$ cat src/rtl/lsu_if.sv
// Word-wide data-memory bus between the load/store unit (master) and data memory (slave).
// Handshake: m_req and all request fields stay stable until the cycle m_gnt=1; loads then get one m_rvalid beat.
interface lsu_if;
    logic        m_req;
    logic        m_we;
    logic [31:0] m_addr;
    logic [3:0]  m_wstrb;
    logic [31:0] m_wdata;
    logic        m_gnt;
    logic        m_rvalid;
    logic [31:0] m_rdata;

    modport master (
        output m_req, m_we, m_addr, m_wstrb, m_wdata,
        input  m_gnt, m_rvalid, m_rdata
    );

    modport slave (
        input  m_req, m_we, m_addr, m_wstrb, m_wdata,
        output m_gnt, m_rvalid, m_rdata
    );
endinterface

$ cat src/rtl/lsu.sv
// Single-outstanding load/store unit: lane steering, load extension, misalign/illegal/timeout reporting.
// state_o exposes the FSM state (0 IDLE, 1 REQ, 2 WAIT, 3 DONE) for debug and checkers.
module lsu #(
    parameter int TIMEOUT = 255,
    parameter int CNT_W   = 8
) (
    input  logic        clk,
    input  logic        rst,
    input  logic        start_i,
    input  logic [7:0]  mem_op_i,
    input  logic [31:0] addr_i,
    input  logic [31:0] wdata_i,
    output logic        busy_o,
    output logic        done_o,
    output logic [31:0] rdata_o,
    output logic        misalign_o,
    output logic        fault_o,
    output logic [1:0]  state_o,
    lsu_if.master       mem
);

    typedef enum logic [1:0] {
        S_IDLE = 2'd0,
        S_REQ  = 2'd1,
        S_WAIT = 2'd2,
        S_DONE = 2'd3
    } state_e;

    state_e             state_q, state_d;
    logic [CNT_W-1:0]   cnt_q, cnt_d;
    logic [7:0]         op_q, op_d;
    logic [31:0]        addr_q, addr_d;
    logic [31:0]        wdata_q, wdata_d;
    logic [31:0]        rdata_q, rdata_d;
    logic               misalign_q, misalign_d;
    logic               fault_q, fault_d;

    logic               op_onehot;
    logic               in_misalign;
    logic               is_store;
    logic               timeout_hit;
    logic [1:0]         off;
    logic [31:0]        shifted;
    logic [31:0]        load_ext;
    logic [3:0]         strb;
    logic [31:0]        lane_wdata;

    // Zero is filtered out before this is consulted, so "no two bits set" means one-hot here.
    assign op_onehot   = (mem_op_i & (mem_op_i - 8'd1)) == 8'd0;
    assign in_misalign = ((mem_op_i[1] | mem_op_i[4] | mem_op_i[6]) & addr_i[0]) |
                         ((mem_op_i[2] | mem_op_i[7]) & (addr_i[1:0] != 2'b00));
    assign is_store    = |op_q[7:5];
    assign timeout_hit = cnt_q == CNT_W'(TIMEOUT - 1);
    assign off         = addr_q[1:0];
    assign shifted     = mem.m_rdata >> {off, 3'b000};

    always_comb begin
        load_ext = 32'd0;
        if (op_q[0])      load_ext = {{24{shifted[7]}}, shifted[7:0]};
        else if (op_q[3]) load_ext = {24'd0, shifted[7:0]};
        else if (op_q[1]) load_ext = {{16{shifted[15]}}, shifted[15:0]};
        else if (op_q[4]) load_ext = {16'd0, shifted[15:0]};
        else if (op_q[2]) load_ext = shifted;
    end

    always_comb begin
        strb       = 4'b0000;
        lane_wdata = 32'd0;
        if (op_q[5]) begin
            strb       = 4'b0001 << off;
            lane_wdata = {4{wdata_q[7:0]}};
        end else if (op_q[6]) begin
            strb       = 4'b0011 << off;
            lane_wdata = {2{wdata_q[15:0]}};
        end else if (op_q[7]) begin
            strb       = 4'b1111;
            lane_wdata = wdata_q;
        end
    end

    always_ff @(posedge clk) begin
        if (rst) begin
            state_q    <= S_IDLE;
            cnt_q      <= '0;
            op_q       <= 8'd0;
            addr_q     <= 32'd0;
            wdata_q    <= 32'd0;
            rdata_q    <= 32'd0;
            misalign_q <= 1'b0;
            fault_q    <= 1'b0;
        end else begin
            state_q    <= state_d;
            cnt_q      <= cnt_d;
            op_q       <= op_d;
            addr_q     <= addr_d;
            wdata_q    <= wdata_d;
            rdata_q    <= rdata_d;
            misalign_q <= misalign_d;
            fault_q    <= fault_d;
        end
    end

    always_comb begin
        state_d    = state_q;
        cnt_d      = cnt_q;
        op_d       = op_q;
        addr_d     = addr_q;
        wdata_d    = wdata_q;
        rdata_d    = rdata_q;
        misalign_d = misalign_q;
        fault_d    = fault_q;
        case (state_q)
            S_IDLE: begin
                if (start_i && (mem_op_i != 8'd0)) begin
                    op_d       = mem_op_i;
                    addr_d     = addr_i;
                    wdata_d    = wdata_i;
                    cnt_d      = '0;
                    misalign_d = 1'b0;
                    fault_d    = 1'b0;
                    if (!op_onehot) begin
                        fault_d = 1'b1;
                        state_d = S_DONE;
                    end else if (in_misalign) begin
                        misalign_d = 1'b1;
                        state_d    = S_DONE;
                    end else begin
                        state_d = S_REQ;
                    end
                end
            end
            // A grant or response in the timeout cycle still completes normally.
            S_REQ: begin
                cnt_d = cnt_q + CNT_W'(1);
                if (mem.m_gnt) begin
                    state_d = is_store ? S_DONE : S_WAIT;
                end else if (timeout_hit) begin
                    fault_d = 1'b1;
                    state_d = S_DONE;
                end
            end
            S_WAIT: begin
                cnt_d = cnt_q + CNT_W'(1);
                if (mem.m_rvalid) begin
                    rdata_d = load_ext;
                    state_d = S_DONE;
                end else if (timeout_hit) begin
                    fault_d = 1'b1;
                    state_d = S_DONE;
                end
            end
            S_DONE: state_d = S_IDLE;
            default: state_d = S_IDLE;
        endcase
    end

    assign busy_o     = state_q != S_IDLE;
    assign done_o     = state_q == S_DONE;
    assign misalign_o = done_o & misalign_q;
    assign fault_o    = done_o & fault_q;
    assign rdata_o    = rdata_q;
    assign state_o    = state_q;

    assign mem.m_req   = state_q == S_REQ;
    assign mem.m_we    = mem.m_req & is_store;
    assign mem.m_addr  = mem.m_req ? {addr_q[31:2], 2'b00} : 32'd0;
    assign mem.m_wstrb = mem.m_req ? strb : 4'b0000;
    assign mem.m_wdata = mem.m_req ? lane_wdata : 32'd0;

endmodule

$ cat src/flat_wrapper.sv
// flat-port wrapper written by rule: the top's interface ports become plain ports
module lsu_flat 
#(
    parameter int TIMEOUT = 255,
    parameter int CNT_W   = 8
)
  (clk, rst, start_i, mem_op_i, addr_i, wdata_i, busy_o, done_o, rdata_o, misalign_o, fault_o, state_o, mem_m_req, mem_m_we, mem_m_addr, mem_m_wstrb, mem_m_wdata, mem_m_gnt, mem_m_rvalid, mem_m_rdata);
  lsu_if mem_i ();
  input  logic clk;
  input  logic rst;
  input  logic start_i;
  input  logic [7:0] mem_op_i;
  input  logic [31:0] addr_i;
  input  logic [31:0] wdata_i;
  output logic busy_o;
  output logic done_o;
  output logic [31:0] rdata_o;
  output logic misalign_o;
  output logic fault_o;
  output logic [1:0] state_o;
  output wire logic [$bits(mem_i.m_req)-1:0] mem_m_req;
  output wire logic [$bits(mem_i.m_we)-1:0] mem_m_we;
  output wire logic [$bits(mem_i.m_addr)-1:0] mem_m_addr;
  output wire logic [$bits(mem_i.m_wstrb)-1:0] mem_m_wstrb;
  output wire logic [$bits(mem_i.m_wdata)-1:0] mem_m_wdata;
  input wire logic [$bits(mem_i.m_gnt)-1:0] mem_m_gnt;
  input wire logic [$bits(mem_i.m_rvalid)-1:0] mem_m_rvalid;
  input wire logic [$bits(mem_i.m_rdata)-1:0] mem_m_rdata;
  assign mem_m_req = mem_i.m_req;
  assign mem_m_we = mem_i.m_we;
  assign mem_m_addr = mem_i.m_addr;
  assign mem_m_wstrb = mem_i.m_wstrb;
  assign mem_m_wdata = mem_i.m_wdata;
  assign mem_i.m_gnt = mem_m_gnt;
  assign mem_i.m_rvalid = mem_m_rvalid;
  assign mem_i.m_rdata = mem_m_rdata;
  lsu #(.TIMEOUT(TIMEOUT), .CNT_W(CNT_W)) u_core (.clk(clk), .rst(rst), .start_i(start_i), .mem_op_i(mem_op_i), .addr_i(addr_i), .wdata_i(wdata_i), .busy_o(busy_o), .done_o(done_o), .rdata_o(rdata_o), .misalign_o(misalign_o), .fault_o(fault_o), .state_o(state_o), .mem(mem_i));
endmodule
$ cat config.mk
export PLATFORM = sky130hd
export DESIGN_NAME = lsu_flat
export DESIGN_NICKNAME = d
export VERILOG_FILES = /design/src/rtl/lsu_if.sv /design/src/rtl/lsu.sv /design/src/flat_wrapper.sv
export SDC_FILE = /design/constraint.sdc
export NUM_CORES = 1
export LEC_CHECK = 0
export CORE_UTILIZATION = 41
export DETAILED_ROUTE_END_ITERATION = 7
export PLACE_DENSITY = 0.86
export SYNTH_ARGS = -nofsm -noshare
export SYNTH_HDL_FRONTEND = slang
export SYNTH_SLANG_ARGS = --single-unit
$ cat constraint.sdc
create_clock -name clk -period 2 [get_ports clk]
set_clock_uncertainty 0.05 [all_clocks]
set_input_delay 0.4 -clock clk [delete_from_list [all_inputs] [get_ports clk]]
set_output_delay 0.4 -clock clk [all_outputs]
set_load 0.03 [all_outputs]
Word-level counts from Yosys, hierarchy flattened --
Index checks and enable logic that the tools add are counted.
Cells by class: $add $sub $neg 2, multipliers 0, div/mod/pow operators 0, magnitude comparators 0, eq/ne operators 7, shifts and indexed selects 3, mux-type cells 32, bitwise logic cells 10, reductions and logical operators 14
Operator list (count):
- $mux W32 | 10
- $shr A32 B5 Y32 | 1
- $mux W4 | 4
- $pmux W8 S2 | 1
- $mux W2 | 6
- $add A8 B1 Y8 const B | 1
- $and A8 B8 Y8 | 1
- $eq A8 B8 Y1 const B | 1
- $logic_not A8 Y1 | 1
- $mux W1 | 8
- $mux W8 | 1
- $pmux W2 S4 | 1
- $reduce_bool A8 Y1 | 1
- $sub A8 B1 Y8 const B | 1
- $reduce_and A2 Y1 | 3
- $reduce_bool A2 Y1 | 3
- $and A1 B1 Y1 | 5
- $eq A2 B2 Y1 const B | 2
- $ne A2 B2 Y1 const B | 2
- $or A1 B1 Y1 | 4
- $reduce_and A4 Y1 | 1
- $shl A1 B2 Y4 const A | 1
- $shl A2 B2 Y4 const A | 1
- $pmux W1 S3 | 1
- other kinds (7) | 7
Storage, ports and cells: flip-flop bits (word level) 116, latch bits 0, memory bits (writable) 0, memory bits (read-only) 0, bits of input ports 109, output and inout port bits 108, word-level logic and storage cells 76, memories kept 0

Depth between registers and ports, before layout --
word-level depth 8, mapped depth 8, gate-level depth less buffers 7

Least setup slack after synthesis --
Ideal clock, no wire load.
path kind flip-flop to output port, start reg u_core.state_q[0] (netlist: u_core.state_o[0]), end out mem_m_wdata[16], arrival 2204 ps, data required time 1550 ps, slack -654 ps, cell stages (with the launch flop) 5, buffers on the path 2, path through dfxtp_1 > ha_1 > clkbuf_1 > clkbuf_1 > a21boi_0
On the way: cells in the longest elaborated chain, start to end 2
RTL lines:
- start, declared | line lsu.sv:29 | state_e state_q, state_d;
- start signal, assigned | line lsu.sv:92 | state_q <= state_d;
- $eq A2 B1 Y1 | line lsu.sv:164 | assign mem.m_req = state_q == S_REQ;
- named net mem_m_req | line flat_wrapper.sv:21 | output wire logic [$bits(mem_i.m_req)-1:0] mem_m_req;
- $mux W32 | line lsu.sv:168 | assign mem.m_wdata = mem.m_req ? lane_wdata : 32'd0;
- end, declared | line flat_wrapper.sv:25 | output wire logic [$bits(mem_i.m_wdata)-1:0] mem_m_wdata;
The timed path passes the listed nets, and every way through them passes these cells.

Worst setup path in the final report --
start reg u_core.state_q[0] (netlist: u_core.state_o[0]), end out mem_m_wdata[10]
On the way: cells in the longest elaborated chain, start to end 2
RTL lines (line):
- $eq A2 B1 Y1 | lsu.sv:164
- $mux W32 | lsu.sv:168
No other way between the ends.

==> results.txt <==
* Global-route usage over all layers: 27.88%
- Number of levels in the clock H-tree: 4
- P_int: 6.673 mW
- Largest net degree at the start of global routing: 54
* Final routed wire length divided by cell count: 17.51 microns
- Sequential fraction of the synthesis area: 39.19%
- The congestion estimate from routability-driven global placement came to 0.9397.
* Critical-path maximum fanout: 6
- Mapped Cells: 805
- Overall power consumption: 10.79 mW
- In the routed layout, each cell is associated on average with a via count of 5.513.
* Vias after detailed routing: 6908
* Die outline width: 122.2 microns
- The number of global-route vias before repair is 6561.
* # diodes: 0
- The worst path in the final design needs a cycle of 2.104 ns, including I/O delays and setup.
- In this run the deepest clock path goes through 2 buffers.
- The analysis attributes to cell leakage a power of 3.832 nW.
* Residual antenna-violating net count after detailed routing: 0
- The layout has 1001 filler cells.
- Ratio of cells with drive above 1 in the final layout: 27.77%
- The detailed router finished its first iteration with 572 violations.
- Crit share post-route: 105.2%
* Uppermost layer routed: met4
* Reg-to-reg setup timing slack: 0.02 ns
- Combinational logic burns 44.3% of the power.
- The area growth from synthesis to layout is 69.26%.
- Final WS setup: -0.1038 ns
- First-pass GRT wire length: 32.56 mm
- Per report_power, the sequential group accounts for 28.8% of the total.
- R2R Path End: u_core.fault_q
- Residual DRC count: 0
- Met2 WL: 10.52 mm
- Number of distinct library cells after synthesis: 54
- The final layout contains routed wiring with a total length of 21.94 mm.
- Worst R2R Path Depth: 8
- Number of top-level design ports: 217
- In this run the tool buffered the top-level ports with 214 buffer cells.
- Worst VDD drop: 0.0006796 V
- Worst Path Arrival: 1.65 ns
* Post-synth top flop: dfxtp_1
- Cell taking the most area after synthesis: dfxtp_1
- Fraction of post-synthesis cell area in the top cell type by area: 39.19%
- Number of clock buffers inserted by TritonCTS: 17
- Peak Freq: 475.3 MHz
* Detail Route met3 WL: 1.654 mm
- The number of pins with negative max-slew slack in the final report was 0.
- Clock sinks: 116
- Cell row count: 43
- Yosys mapped a number of flops with a built-in enable equal to 0.
* Net switching share of the total power: 38.17%
- The flow ran to the end, but the final reports show violations.
- Clock Pin Slew Worst Setup and Hold Paths: 0.06 ns
- Most common library cell in the layout ignoring fill and taps: nand2_1
- The finished cells cover 10030 sq um.
- Routed length on met1: 8.879 mm
* Total congestion overflow after global routing: 0
- Critical path launch point type: register
- The worst setup path is captured at a primary output.
- Critical Path Source: u_core.state_o[0]
- Once placement finished, the instance area stood at 8567 sq um.
* Die extent in y: 122.2 microns
* Maxcap violations: 0
- Per report_power, the clock group accounts for 27.0% of the total.
- The path class of the tightest hold or removal check is register to register.
* Top cells by area in the synthesized netlist: dfxtp_1, nand2_1, a21oi_1, and2_1, mux2i_1
- Critical setup path kind: register to primary output
- In this run the critical register-to-register path is launched from u_core.state_o[0].
- Relative slew margins: 62.56%
- Synthesis inferred 116 register bits.
- Failing checks: negative setup slack
* Synth warnings: 0
* Skew-Pair Late Insertion Delay: 0.41 ns
* Initial antenna violation count: 0
* Die ar.: 14940 sq um
- In this run the power density over the cells is 1076 nW/um^2.
* Pre-Repair DR Iteration Count: 5
- CTS tree: yes
- Estimated wirelength of the detail-placed design: 14.05 mm
- Net switching power: 4.121 mW
- Final net count: 1180
- Clk root buf: clkbuf_16
- Initial Util: 42.36%
- Post-synthesis area per instance: 7.361 sq um
- The final count of hold timing violations was 0.
* Data required time at the worst endpoint: 1.55 ns
- Cell area after synthesis: 5926 sq um
* Top library cells by usage in the layout, fill and taps aside: nand2_1, clkdlybuf4s50_1, dfxtp_1
- Worst Max-Slew Pin Slew: 0.5573 ns
- Counting flops with an async set or reset pin after synthesis yields a share of 0%.
- The critical path ends at mem_m_wdata[10].
- Setup repair after global routing could not meet its margin everywhere.
* Placeable Area: 13990 sq um
* Number of failing setup endpoints in the final timing report: 33
[critical path: stages, from the launching register on]
cell and delay [ns]:
dfxtp_2 0.37, ha_4 0.18, o31ai_4 0.09, buf_6 0.15
buf_12 0.15, a21oi_4 0.14, buf_6 0.15
[per-layer routing]
metal	up-vias	track usage [%]
met5	-	0
met4	0	13.72
met3	78	5.901
met2	367	45.47
met1	3193	34.77
li1	3270	-
[layout make-up]
cell class,instances,area [sq um],share of cell area (%)
Inverter,9,43.79,0.4366
Clock inverter,13,123.9,1.235
Multi-Input combinational cell,619,3702,36.91
Clock buffer,19,452.9,4.516
Tap cell,180,225.2,2.246
Sequential cell,116,2344,23.37
Timing Repair Buffer,297,3138,31.29
[how the worst min path moves through the flow]
| stage | startpoint | end | slack (ns) | cells past startpoint |
|---|---|---|---|---|
| after floorplan | u_core.addr_q[30] | u_core.addr_q[30] | 0.38 | 2 |
| after global placement | u_core.addr_q[9] | u_core.addr_q[9] | 0.39 | 2 |
| after detailed placement | u_core.addr_q[19] | u_core.addr_q[19] | 0.39 | 2 |
| after CTS | rst | u_core.cnt_q[6] | 0.40 | 2 |
| after global routing | u_core.addr_q[28] | u_core.addr_q[28] | 0.42 | 2 |
| final | u_core.addr_q[19] | u_core.addr_q[19] | 0.40 | 2 |
[cell usage after synthesis (2+ instances only)]
cell        n
ha_1       11
a21o_1      2
clkbuf_1   42
a32oi_1     7
dfxtp_1   116
mux2i_1    25
a22oi_1     2
nand3_1    12
nor3_1     17
nor4_1      3
a211oi_1   19
a21oi_1   105
buf_1       6
inv_1       7
o21ai_0    38
nand4_1     2
or4_1       3
and2_1     50
a21boi_0    8
o31ai_1     2
o21a_1     12
nor2_1     61
buf_2      12
a311oi_1    2
a31oi_1     6
buf_4       2
nand2_1   206
[through the flow]
| stage | TNS [ns] | hold slack [ns] | util, % | setup WS (ns) | instances |
|---|---|---|---|---|---|
| after floorplan | -0.5719 | 0.3817 | - | -0.009495 | 806 |
| after global placement | -36.46 | 0.3870 | 61.24 | -0.4243 | 1199 |
| after detailed placement | -41.04 | 0.3920 | 61.24 | -0.5180 | 1199 |
| after CTS | -1.484 | 0.3987 | 67.99 | -0.09907 | 1239 |
| after global routing | -4.046 | 0.4205 | 71.70 | -0.1513 | 1253 |
| final | -1.507 | 0.4044 | 71.70 | -0.1038 | 1253 |
[registers in the layout (all words and copies together), names as in the netlist]
| register | cells |
|---|---|
| u_core.fault_q | 1 |
| u_core.addr_q | 32 |
| u_core.state_o | 2 |
| u_core.rdata_o | 32 |
| u_core.op_q | 8 |
| u_core.misalign_q | 1 |
| u_core.wdata_q | 32 |
| u_core.cnt_q | 8 |
[power groups by stage]
| stage | combinational, mW | clock, mW | sequential, mW |
|---|---|---|---|
| 2_1_floorplan | 2.11 | 0 | 3.31 |
| 3_3_place_gp | 3.90 | 0 | 3.07 |
| 3_5_place_dp | 3.95 | 0 | 3.09 |
| 4_1_cts | 4.22 | 2.94 | 3.07 |
| 5_1_grt | 5.10 | 3.07 | 3.15 |
| 6_report | 4.78 | 2.91 | 3.11 |
[kinds of logic (layout without fill, tap and decap cells)]
group                    after synthesis  in the layout  share of synthesized area (%)
AO/OA/AOI/OAI                        217            217                          22.15
adder cells (fa/ha/maj)               11             11                          2.323
buffers and inverters                 71            338                          4.877
flip-flops                           116            116                          39.19
multiplexers                          27             27                          4.793
other                                  1              2                        0.06328
AND/OR/NAND/NOR                      362            362                          26.61
[timing repair]
action / 4_1_cts / 5_1_grt
gates cloned: 3 / 7
hold endpoints to repair: 0 / 0
setup endpoints to repair: 141 / 148
gates resized for setup: 158 / 104
hold buffers: 0 / 0
pin swaps: 19 / 32
setup buffers: 5 / 7
Note: power is estimated with default switching activity, not from simulation.
